$ cat config.mk
export PLATFORM = sky130hd
export DESIGN_NAME = onehot_seq_encoder_flat
export DESIGN_NICKNAME = d
export VERILOG_FILES = /design/src/rtl/onehot_seq_encoder_if.sv /design/src/rtl/onehot_seq_encoder.sv /design/src/flat_wrapper.sv
export SDC_FILE = /design/constraint.sdc
export NUM_CORES = 1
export LEC_CHECK = 0
export ABC_AREA = 1
export ABC_CLOCK_PERIOD_IN_PS = 1200
export BUFFER_PORTS_ARGS = -buffer_cell sky130_fd_sc_hd__buf_2
export CORE_MARGIN = 2
export CORE_UTILIZATION = 44
export DETAILED_ROUTE_END_ITERATION = 7
export PLACE_DENSITY = 0.79
export SLEW_MARGIN = 20
export SYNTH_ARGS = -nofsm -noshare
export SYNTH_HDL_FRONTEND = slang
export SYNTH_SLANG_ARGS = --single-unit
export TNS_END_PERCENT = 30
$ cat constraint.sdc
create_clock -name clk -period 1.2 [get_ports clk]
set_input_delay 0.12 -clock clk [delete_from_list [all_inputs] [get_ports clk]]
set_output_delay 0.12 -clock clk [all_outputs]
set_load 0.02 [all_outputs]
$ cat src/rtl/onehot_seq_encoder_if.sv
// onehot_seq_encoder_if: request-vector input stream and encoded-index output stream.
// Optional out_maj signal present when ONEHOT_SEQ_ENCODER_MAJ_EN is defined.
interface onehot_seq_encoder_if #(parameter int N = 8);
    localparam int W = $clog2(N);
    logic         in_valid;
    logic         in_ready;
    logic [N-1:0] in_vec;
    logic         out_valid;
    logic         out_ready;
    logic [W-1:0] out_idx;
    logic         out_last;
    logic         out_none;
`ifdef ONEHOT_SEQ_ENCODER_MAJ_EN
    logic         out_maj;
    modport master(output in_valid, in_vec, out_ready,
                   input in_ready, out_valid, out_idx, out_last, out_none, out_maj);
    modport slave(input in_valid, in_vec, out_ready,
                  output in_ready, out_valid, out_idx, out_last, out_none, out_maj);
`else
    modport master(output in_valid, in_vec, out_ready,
                   input in_ready, out_valid, out_idx, out_last, out_none);
    modport slave(input in_valid, in_vec, out_ready,
                  output in_ready, out_valid, out_idx, out_last, out_none);
`endif
endinterface

$ cat src/rtl/onehot_seq_encoder.sv
// onehot_seq_encoder: emits the index of every set bit of a captured vector, lowest first.
// Define ONEHOT_SEQ_ENCODER_MAJ_EN to add out_maj (strict popcount majority of the vector).
module onehot_seq_encoder #(
    parameter int N = 8
) (
    input  logic                clk,
    input  logic                rst_n,
    onehot_seq_encoder_if.slave bus
);
    localparam int W = $clog2(N);

    typedef enum logic {IDLE, EMIT} state_t;

    state_t       r_state, w_next;
    logic [N-1:0] r_pending;
    logic         r_zero;
    logic [N-1:0] w_rest;
    logic [W-1:0] w_idx;
    logic         w_last, w_in_fire, w_out_fire;

    always_ff @(posedge clk or negedge rst_n)
        if (!rst_n) r_state <= IDLE;
        else r_state <= w_next;

    always_comb begin
        w_in_fire  = bus.in_valid && r_state == IDLE;
        w_out_fire = bus.out_ready && r_state == EMIT;
        w_rest     = r_pending & (r_pending - N'(1));
        w_last     = w_rest == '0;
        w_next     = r_state;
        if (w_in_fire) w_next = EMIT;
        else if (w_out_fire && w_last) w_next = IDLE;
    end

    // descending scan so the lowest set bit is the final assignment
    always_comb begin
        w_idx = '0;
        for (int i = N - 1; i >= 0; i--)
            if (r_pending[i]) w_idx = W'(i);
    end

    always_ff @(posedge clk or negedge rst_n)
        if (!rst_n) begin
            r_pending <= '0;
            r_zero    <= 1'b0;
        end else if (w_in_fire) begin
            r_pending <= bus.in_vec;
            r_zero    <= bus.in_vec == '0;
        end else if (w_out_fire) begin
            r_pending <= w_rest;
        end

    assign bus.in_ready  = r_state == IDLE;
    assign bus.out_valid = r_state == EMIT;
    assign bus.out_idx   = r_state == EMIT ? w_idx : '0;
    assign bus.out_last  = r_state == EMIT && w_last;
    assign bus.out_none  = r_state == EMIT && r_zero;

`ifdef ONEHOT_SEQ_ENCODER_MAJ_EN
    localparam int CW = $clog2(N + 1);

    logic [CW-1:0] w_cnt;
    logic          r_maj;

    always_comb begin
        w_cnt = '0;
        for (int i = 0; i < N; i++) w_cnt = w_cnt + CW'(bus.in_vec[i]);
    end

    always_ff @(posedge clk or negedge rst_n)
        if (!rst_n) r_maj <= 1'b0;
        else if (w_in_fire) r_maj <= w_cnt > CW'(N / 2);

    assign bus.out_maj = r_state == EMIT && r_maj;
`endif
endmodule
$ cat src/flat_wrapper.sv
// flat-port wrapper written by rule: the top's interface ports become plain ports
module onehot_seq_encoder_flat 
#(
    parameter int N = 8
)
  (clk, rst_n, bus_in_valid, bus_in_vec, bus_out_ready, bus_in_ready, bus_out_valid, bus_out_idx, bus_out_last, bus_out_none);
  onehot_seq_encoder_if #(.N(N)) bus_i ();
  input  logic clk;
  input  logic rst_n;
  input wire logic [$bits(bus_i.in_valid)-1:0] bus_in_valid;
  input wire logic [$bits(bus_i.in_vec)-1:0] bus_in_vec;
  input wire logic [$bits(bus_i.out_ready)-1:0] bus_out_ready;
  output wire logic [$bits(bus_i.in_ready)-1:0] bus_in_ready;
  output wire logic [$bits(bus_i.out_valid)-1:0] bus_out_valid;
  output wire logic [$bits(bus_i.out_idx)-1:0] bus_out_idx;
  output wire logic [$bits(bus_i.out_last)-1:0] bus_out_last;
  output wire logic [$bits(bus_i.out_none)-1:0] bus_out_none;
  assign bus_i.in_valid = bus_in_valid;
  assign bus_i.in_vec = bus_in_vec;
  assign bus_i.out_ready = bus_out_ready;
  assign bus_in_ready = bus_i.in_ready;
  assign bus_out_valid = bus_i.out_valid;
  assign bus_out_idx = bus_i.out_idx;
  assign bus_out_last = bus_i.out_last;
  assign bus_out_none = bus_i.out_none;
  onehot_seq_encoder #(.N(N)) u_core (.clk(clk), .rst_n(rst_n), .bus(bus_i));
endmodule
==> qor.csv, run 1 <==
stage,metric,value,unit
placement,area post-placement,898,um^2
routing,Initial DRC Count,27,
worst_setup_path,r2r startpoint,u_core.r_pending[0]$_DFFE_PN0P_,
cts,TritonCTS Sinks,10,
sta,Tmin final,1730,ps
sta,setup violators final,9,
floorplan,IO Pins,19,
cts,H-tree depth,1,
hold_path,worst hold start,bus_in_vec[0],
worst_setup_path,CP Max Fanout,5,
sta,Worst-Margin Slew,247,ps
final_layout,most frequent cells in the layout,"nand2_1 (19), buf_4 (19), buf_2 (15)",
synth,Mapped Area,654,um^2
floorplan,Die Wd,42.6,um
worst_setup_path,worst path cell trace,nor2_4 > nand2_2 > nor2_2 > nor2_1 > nor2_2 > nand2_1 > nor2_2 > buf_6,
final_layout,fin nets,150,
final_layout,share of cells above drive strength 1,49.3,%
hold_path,hold path depth,3,
worst_setup_path,Worst path max stage delay,410,ps
synth,post-synthesis sequential area ratio,38.2,%
worst_setup_path,Worst Reg2Reg Path Length in Cells,9,
worst_setup_path,CP arrival,1610,ps
sta,Slew Limit Fails,0,
synth,Mean Syn Cell Area,6.82,um^2
run,max_cap viols,0,
power_and_ir_drop,worst ir drop on vdd,0.00201,V
final_layout,Multi-input gate area,393,um^2
sta,WHS,103,ps
routing,Detailed Routing Iterations Pass 1,4,
sta,post-route clock period utilization,144,%
outcome,status,"finished, violations left",
sta,Final Hold Fails,0,
worst_setup_path,most frequent CP cell,nor2_2,
synth,Yosys reg bits,10,
final_layout,FF+latch area,253,um^2
synth,Yosys cell types,20,
outcome,violated checks,setup timing,
worst_setup_path,Worst path slowest cell,dfrtp_1,
floorplan,core footprint,1350,um^2
cts,clock root buffer,clkbuf_4,
final_layout,area added between synthesis and finish,54.3,%
sta,Max-Slew Margin vs Limit,83.4,%
synth,Synthesis Warnings,0,
synth,syn_nets,108,
global_routing,antenna violations before repair,0,
routing,routed wire length,1860,um
worst_setup_path,CP startpoint kind,flip-flop,
cts,"Clk Latency, worst-skew pair",260,ps
synth,Synth area leaders,"dfrtp_1 (38%), nand2_1 (11%), inv_1 (8.0%)",
floorplan,die height,42.6,um
worst_setup_path,CP endpoint kind,output pin,
routing,Via density,5.22,
routing,DRC,0,
cts,"Reg clk slew, reported paths",60,ps
power_and_ir_drop,PD cells,3160,nW/um^2
worst_setup_path,critical path class,flip-flop to output pin,
worst_setup_path,Worst R2R Setup Slack,-210,ps
power_and_ir_drop,Leak,0.000548,uW
sta,Final WS setup,-530,ps
final_layout,"non-filler cells, final",151,
routing,per-cell routed wire length,12.3,um
placement,routability cong.,0.876,
global_routing,global-route wire length before repair,2980,um
placement,Port Buffer Count,18,
final_layout,post-route cell area,1010,um^2
placement,DP HPWL,1350,um
final_layout,number of fill cells,105,
global_routing,Total GRT Usage,21.7,%
worst_setup_path,CP bufs+invs,1,
sta,Worst Skew,3.26,ps
routing,Final ANT Viol Nets,0,
worst_setup_path,Critical Path RT,1080,ps
global_routing,vias in the first global route,737,
routing,vias,788,
synth,Cells after Synth,96,
cts,TritonCTS clock tree,built,
synth,Synth top area share,38.2,%
floorplan,starting density of the core,48.5,%
cts,CTS Buffer Depth,2,
floorplan,Site Rows,13,
final_layout,Antenna diodes,0,
cts,TritonCTS buffer count,3,
sta,Max Fclk,0.578,GHz
hold_path,worst hold path type,input pin to flip-flop,
synth,"area leader, netlist",dfrtp_1,
hold_path,worst hold path endpoint,u_core.r_pending[0]$_DFFE_PN0P_,
sta,TNS Setup,-1570,ps
sta,RSZ-0062 raised after global routing,true,
placement,DP Cell Count,145,
worst_setup_path,Reg-to-Reg End,u_core.bus.out_valid$_DFFE_PN0P_,
global_routing,total grt overflow,0,
power_and_ir_drop,total power,3190,uW
worst_setup_path,CP top delay family,simple AND/OR/NAND/NOR gates,
global_routing,largest net degree at the start of global routing,11,
floorplan,full die area,1810,um^2
flip-flops by register name, summed over array words and instances, names as in the netlist:
register	count
u_core.r_pending	8
u_core.bus.out_valid	1
u_core.r_zero	1
worst max-delay path by stage:
stage | slack [ps] | from | depth (start not counted) | end
after global placement | -160 | u_core.r_pending[0]$_DFFE_PN0P_ | 8 | bus_out_last
after global routing | -590 | u_core.r_pending[0]$_DFFE_PN0P_ | 8 | bus_out_last
final | -530 | u_core.r_pending[0]$_DFFE_PN0P_ | 8 | bus_out_last
after detailed placement | -230 | u_core.r_pending[1]$_DFFE_PN0P_ | 8 | bus_out_last
after floorplan | -90 | u_core.bus.out_valid$_DFFE_PN0P_ | 2 | bus_out_idx[2]
after CTS | -500 | u_core.r_pending[1]$_DFFE_PN0P_ | 8 | bus_out_last
through the flow:
step,setup slack [ps],util [%]
floorplan,-93.1,-
global placement,-163,66.5
detailed placement,-229,66.5
CTS,-496,71.2
global route,-590,74.8
finish,-530,74.8
per-layer routing:
metal	track usage [%]	vias to the layer above	routed length, um
li1	-	392	-
met2	35.7	33	920
met5	0	-	0
met4	11.3	0	22
met3	2.59	4	104
met1	27.5	359	814
synth_stat cells (all sizes together):
cell type and n:
clkinv 1, a211o 1, o21ai 6, o22ai 4, dfrtp 10, a211oi 1
buf 1, nor2 19, nor4 1, nor3 2, inv 15, nand2 22
a21oi 8, nand3 5
logic make-up (layout without fill, tap and decap cells):
kind of cell	Yosys count	count (layout)	synth area share, %
AND/OR/NAND/NOR	49	49	34.0
flip-flops	10	10	38.2
buffers and inverters	17	57	10.1
AO/OA/AOI/OAI	20	20	17.6
tightest hold or removal path, cell delays in order:
cell     delay, ps
buf_2           90
nand2_1         50
o21ai_1         70
layout make-up:
cell class              instances  share of cell area, %
clock buffers                   3                   2.23
inverters                      16                   6.07
multi-input cells              69                   38.9
flip-flops and latches         10                   25.0
well taps                      15                   1.86
repair buffers                 38                   25.9
power breakdown:
part | switching, uW | internal [uW] | total [uW]
sequential | 151 | 476 | 626
clock | 111 | 116 | 227
combinational | 1250 | 1090 | 2340
repair_timing:
item                                   in CTS  in global routing
buffers inserted                            1                  1
setup endpoints to repair                   8                 15
resized for setup                           9                 15
endpoints found under the hold margin      10                  0
pin swaps                                   3                  5
cloned                                      0                  0
hold buffers                                1                  0
No activity file was read; power rests on OpenSTA's default activity.
==> inputs of run 2 (changes only) <==
Settings changed: SKIP_LAST_GASP from default to 1.
==> qor.csv, run 2 (synthesis gave the netlist of run 1 again) <==
stage,metric,value,unit
placement,Worst Setup Slack post-DPL,-229,ps
cts,"Clk Latency, worst-skew pair",270,ps
power_and_ir_drop,worst ir drop on vdd,0.00194,V
power_and_ir_drop,Switching Share,46.8,%
final_layout,most flop-heavy register,u_core.r_pending,
power_and_ir_drop,Sequential Power Share,20.4,%
floorplan,Site Rows,13,
worst_setup_path,CP endpoint kind,output pin,
cts,"Reg clk slew, reported paths",60,ps
sta,Worst Skew,2.55,ps
global_routing,vias in the first global route,726,
routing,vias,784,
worst_setup_path,CP Max Fanout,5,
final_layout,Layout Utilization,72.4,%
worst_setup_path,critical path class,flip-flop to output pin,
worst_setup_path,Worst R2R Setup Slack,-230,ps
floorplan,Die Wd,42.6,um
sta,Max-Slew Margin vs Limit,83.3,%
run,max_cap viols,0,
sta,Final Hold Fails,0,
cts,TritonCTS Sinks,10,
sta,RSZ-0062 raised after global routing,true,
sta,Final WS setup,-554,ps
sta,Tmin final,1750,ps
placement,DP HPWL,1350,um
floorplan,starting density of the core,48.5,%
floorplan,IO Pins,19,
cts,clock root buffer,clkbuf_4,
final_layout,most frequent cells in the layout,"buf_4 (21), nand2_1 (20), buf_2 (15)",
placement,routability cong.,0.876,
routing,Initial DRC Count,21,
cts,CTS Buffer Depth,2,
global_routing,Total GRT Usage,21.3,%
floorplan,die height,42.6,um
global_routing,largest net degree at the start of global routing,11,
final_layout,number of fill cells,106,
worst_setup_path,CP startpoint kind,flip-flop,
power_and_ir_drop,clock power share,7.5,%
hold_path,worst hold path type,input pin to flip-flop,
routing,per-cell routed wire length,11.8,um
cts,TritonCTS clock tree,built,
final_layout,area added between synthesis and finish,49.3,%
power_and_ir_drop,Gate power share,72.1,%
sta,Worst-Margin Slew,248,ps
cts,TritonCTS buffer count,3,
routing,Detailed Routing Iterations Pass 1,4,
sta,TNS Setup,-1670,ps
routing,routed wire length,1780,um
placement,Port Buffer Count,18,
outcome,violated checks,setup timing,
global_routing,antenna violations before repair,0,
floorplan,full die area,1810,um^2
final_layout,share of cells above drive strength 1,44.1,%
power_and_ir_drop,Leak,0.000541,uW
outcome,status,"finished, violations left",
power_and_ir_drop,sw power,1420,uW
worst_setup_path,CP arrival,1630,ps
power_and_ir_drop,internal power,1610,uW
final_layout,max reg flops,8,
sta,Slew Limit Fails,0,
global_routing,total grt overflow,0,
final_layout,fin nets,150,
floorplan,core footprint,1350,um^2
sta,Max Fclk,0.570,GHz
routing,Final ANT Viol Nets,0,
sta,setup violators final,8,
final_layout,"commonest non-fill, non-tap cell in the layout",buf_4,
global_routing,global-route wire length before repair,2920,um
final_layout,Antenna diodes,0,
cts,H-tree depth,1,
worst_setup_path,Critical Path RT,1080,ps
routing,DRC,0,
power_and_ir_drop,PD cells,3100,nW/um^2
routing,Via density,5.19,
sta,post-route clock period utilization,146,%
## run 2: layout make-up
type	count	area (um^2)	share of cell area [%]
multi-input combinational	69	369	37.8
inverter	16	61.3	6.27
timing repair buffer	38	254	26.0
clock buffer	3	22.5	2.30
tap	15	18.8	1.92
sequential	10	251	25.7
## run 2: worst max-delay path: stages (launching register included)
cell and delay (ps):
dfrtp_1 410, nor2_4 180, nor2_2 70, nor2_2 130
nand3_1 110, nor2_2 150, nand2_1 90, nor2_2 100
buf_6 120
## run 2: per-layer routing
layer	track usage (%)	vias up	wire length (um)	share of wire, %
met5	0	-	0	0
met4	11.3	0	31	1.7
met3	2.59	4	146	8.2
met2	35.1	40	834	47
met1	26.9	348	769	43
li1	-	392	-	-
## run 2: power by group through the flow
stage | combinational, uW | clock (uW) | sequential (uW)
2_1_floorplan | 1120 | 0 | 619
3_3_place_gp | 1870 | 0 | 593
3_5_place_dp | 1910 | 0 | 597
4_1_cts | 2010 | 232 | 596
5_1_grt | 2380 | 249 | 641
6_report | 2180 | 228 | 618
## run 2: path summary, 6_finish.rpt
| kind | from | cells after the start | endpoint |
|---|---|---|---|
| worst max-delay path | u_core.r_pending[0]$_DFFE_PN0P_ | 8 | bus_out_last |
| worst min-delay path | bus_in_vec[0] | 3 | u_core.r_pending[0]$_DFFE_PN0P_ |
| worst max register to register | u_core.r_pending[0]$_DFFE_PN0P_ | 9 | u_core.bus.out_valid$_DFFE_PN0P_ |
| worst min register to register | u_core.r_zero$_DFFE_PN0P_ | 2 | u_core.r_zero$_DFFE_PN0P_ |
| max in group asynchronous | rst_n | 2 | u_core.r_pending[1]$_DFFE_PN0P_ |
| min in group asynchronous | rst_n | 2 | u_core.r_pending[2]$_DFFE_PN0P_ |
## run 2: timing repair
| item | in CTS | in global routing |
|---|---|---|
| resized for setup | 4 | 9 |
| endpoints found under the setup margin | 8 | 16 |
| buffers inserted | 1 | 1 |
| endpoints found under the hold margin | 10 | 0 |
| hold buffers | 1 | 0 |
| pin swaps | 1 | 5 |
## run 2: stage by stage
stage,std cells,hold WS (ps),area [um^2],total power [uW]
detailed placement,145,-8.22,898,2510
global route,151,112,977,3270
CTS,150,100,948,2840
global placement,145,-9.74,898,2460
floorplan,96,-176,667,1740
finish,151,102,977,3030
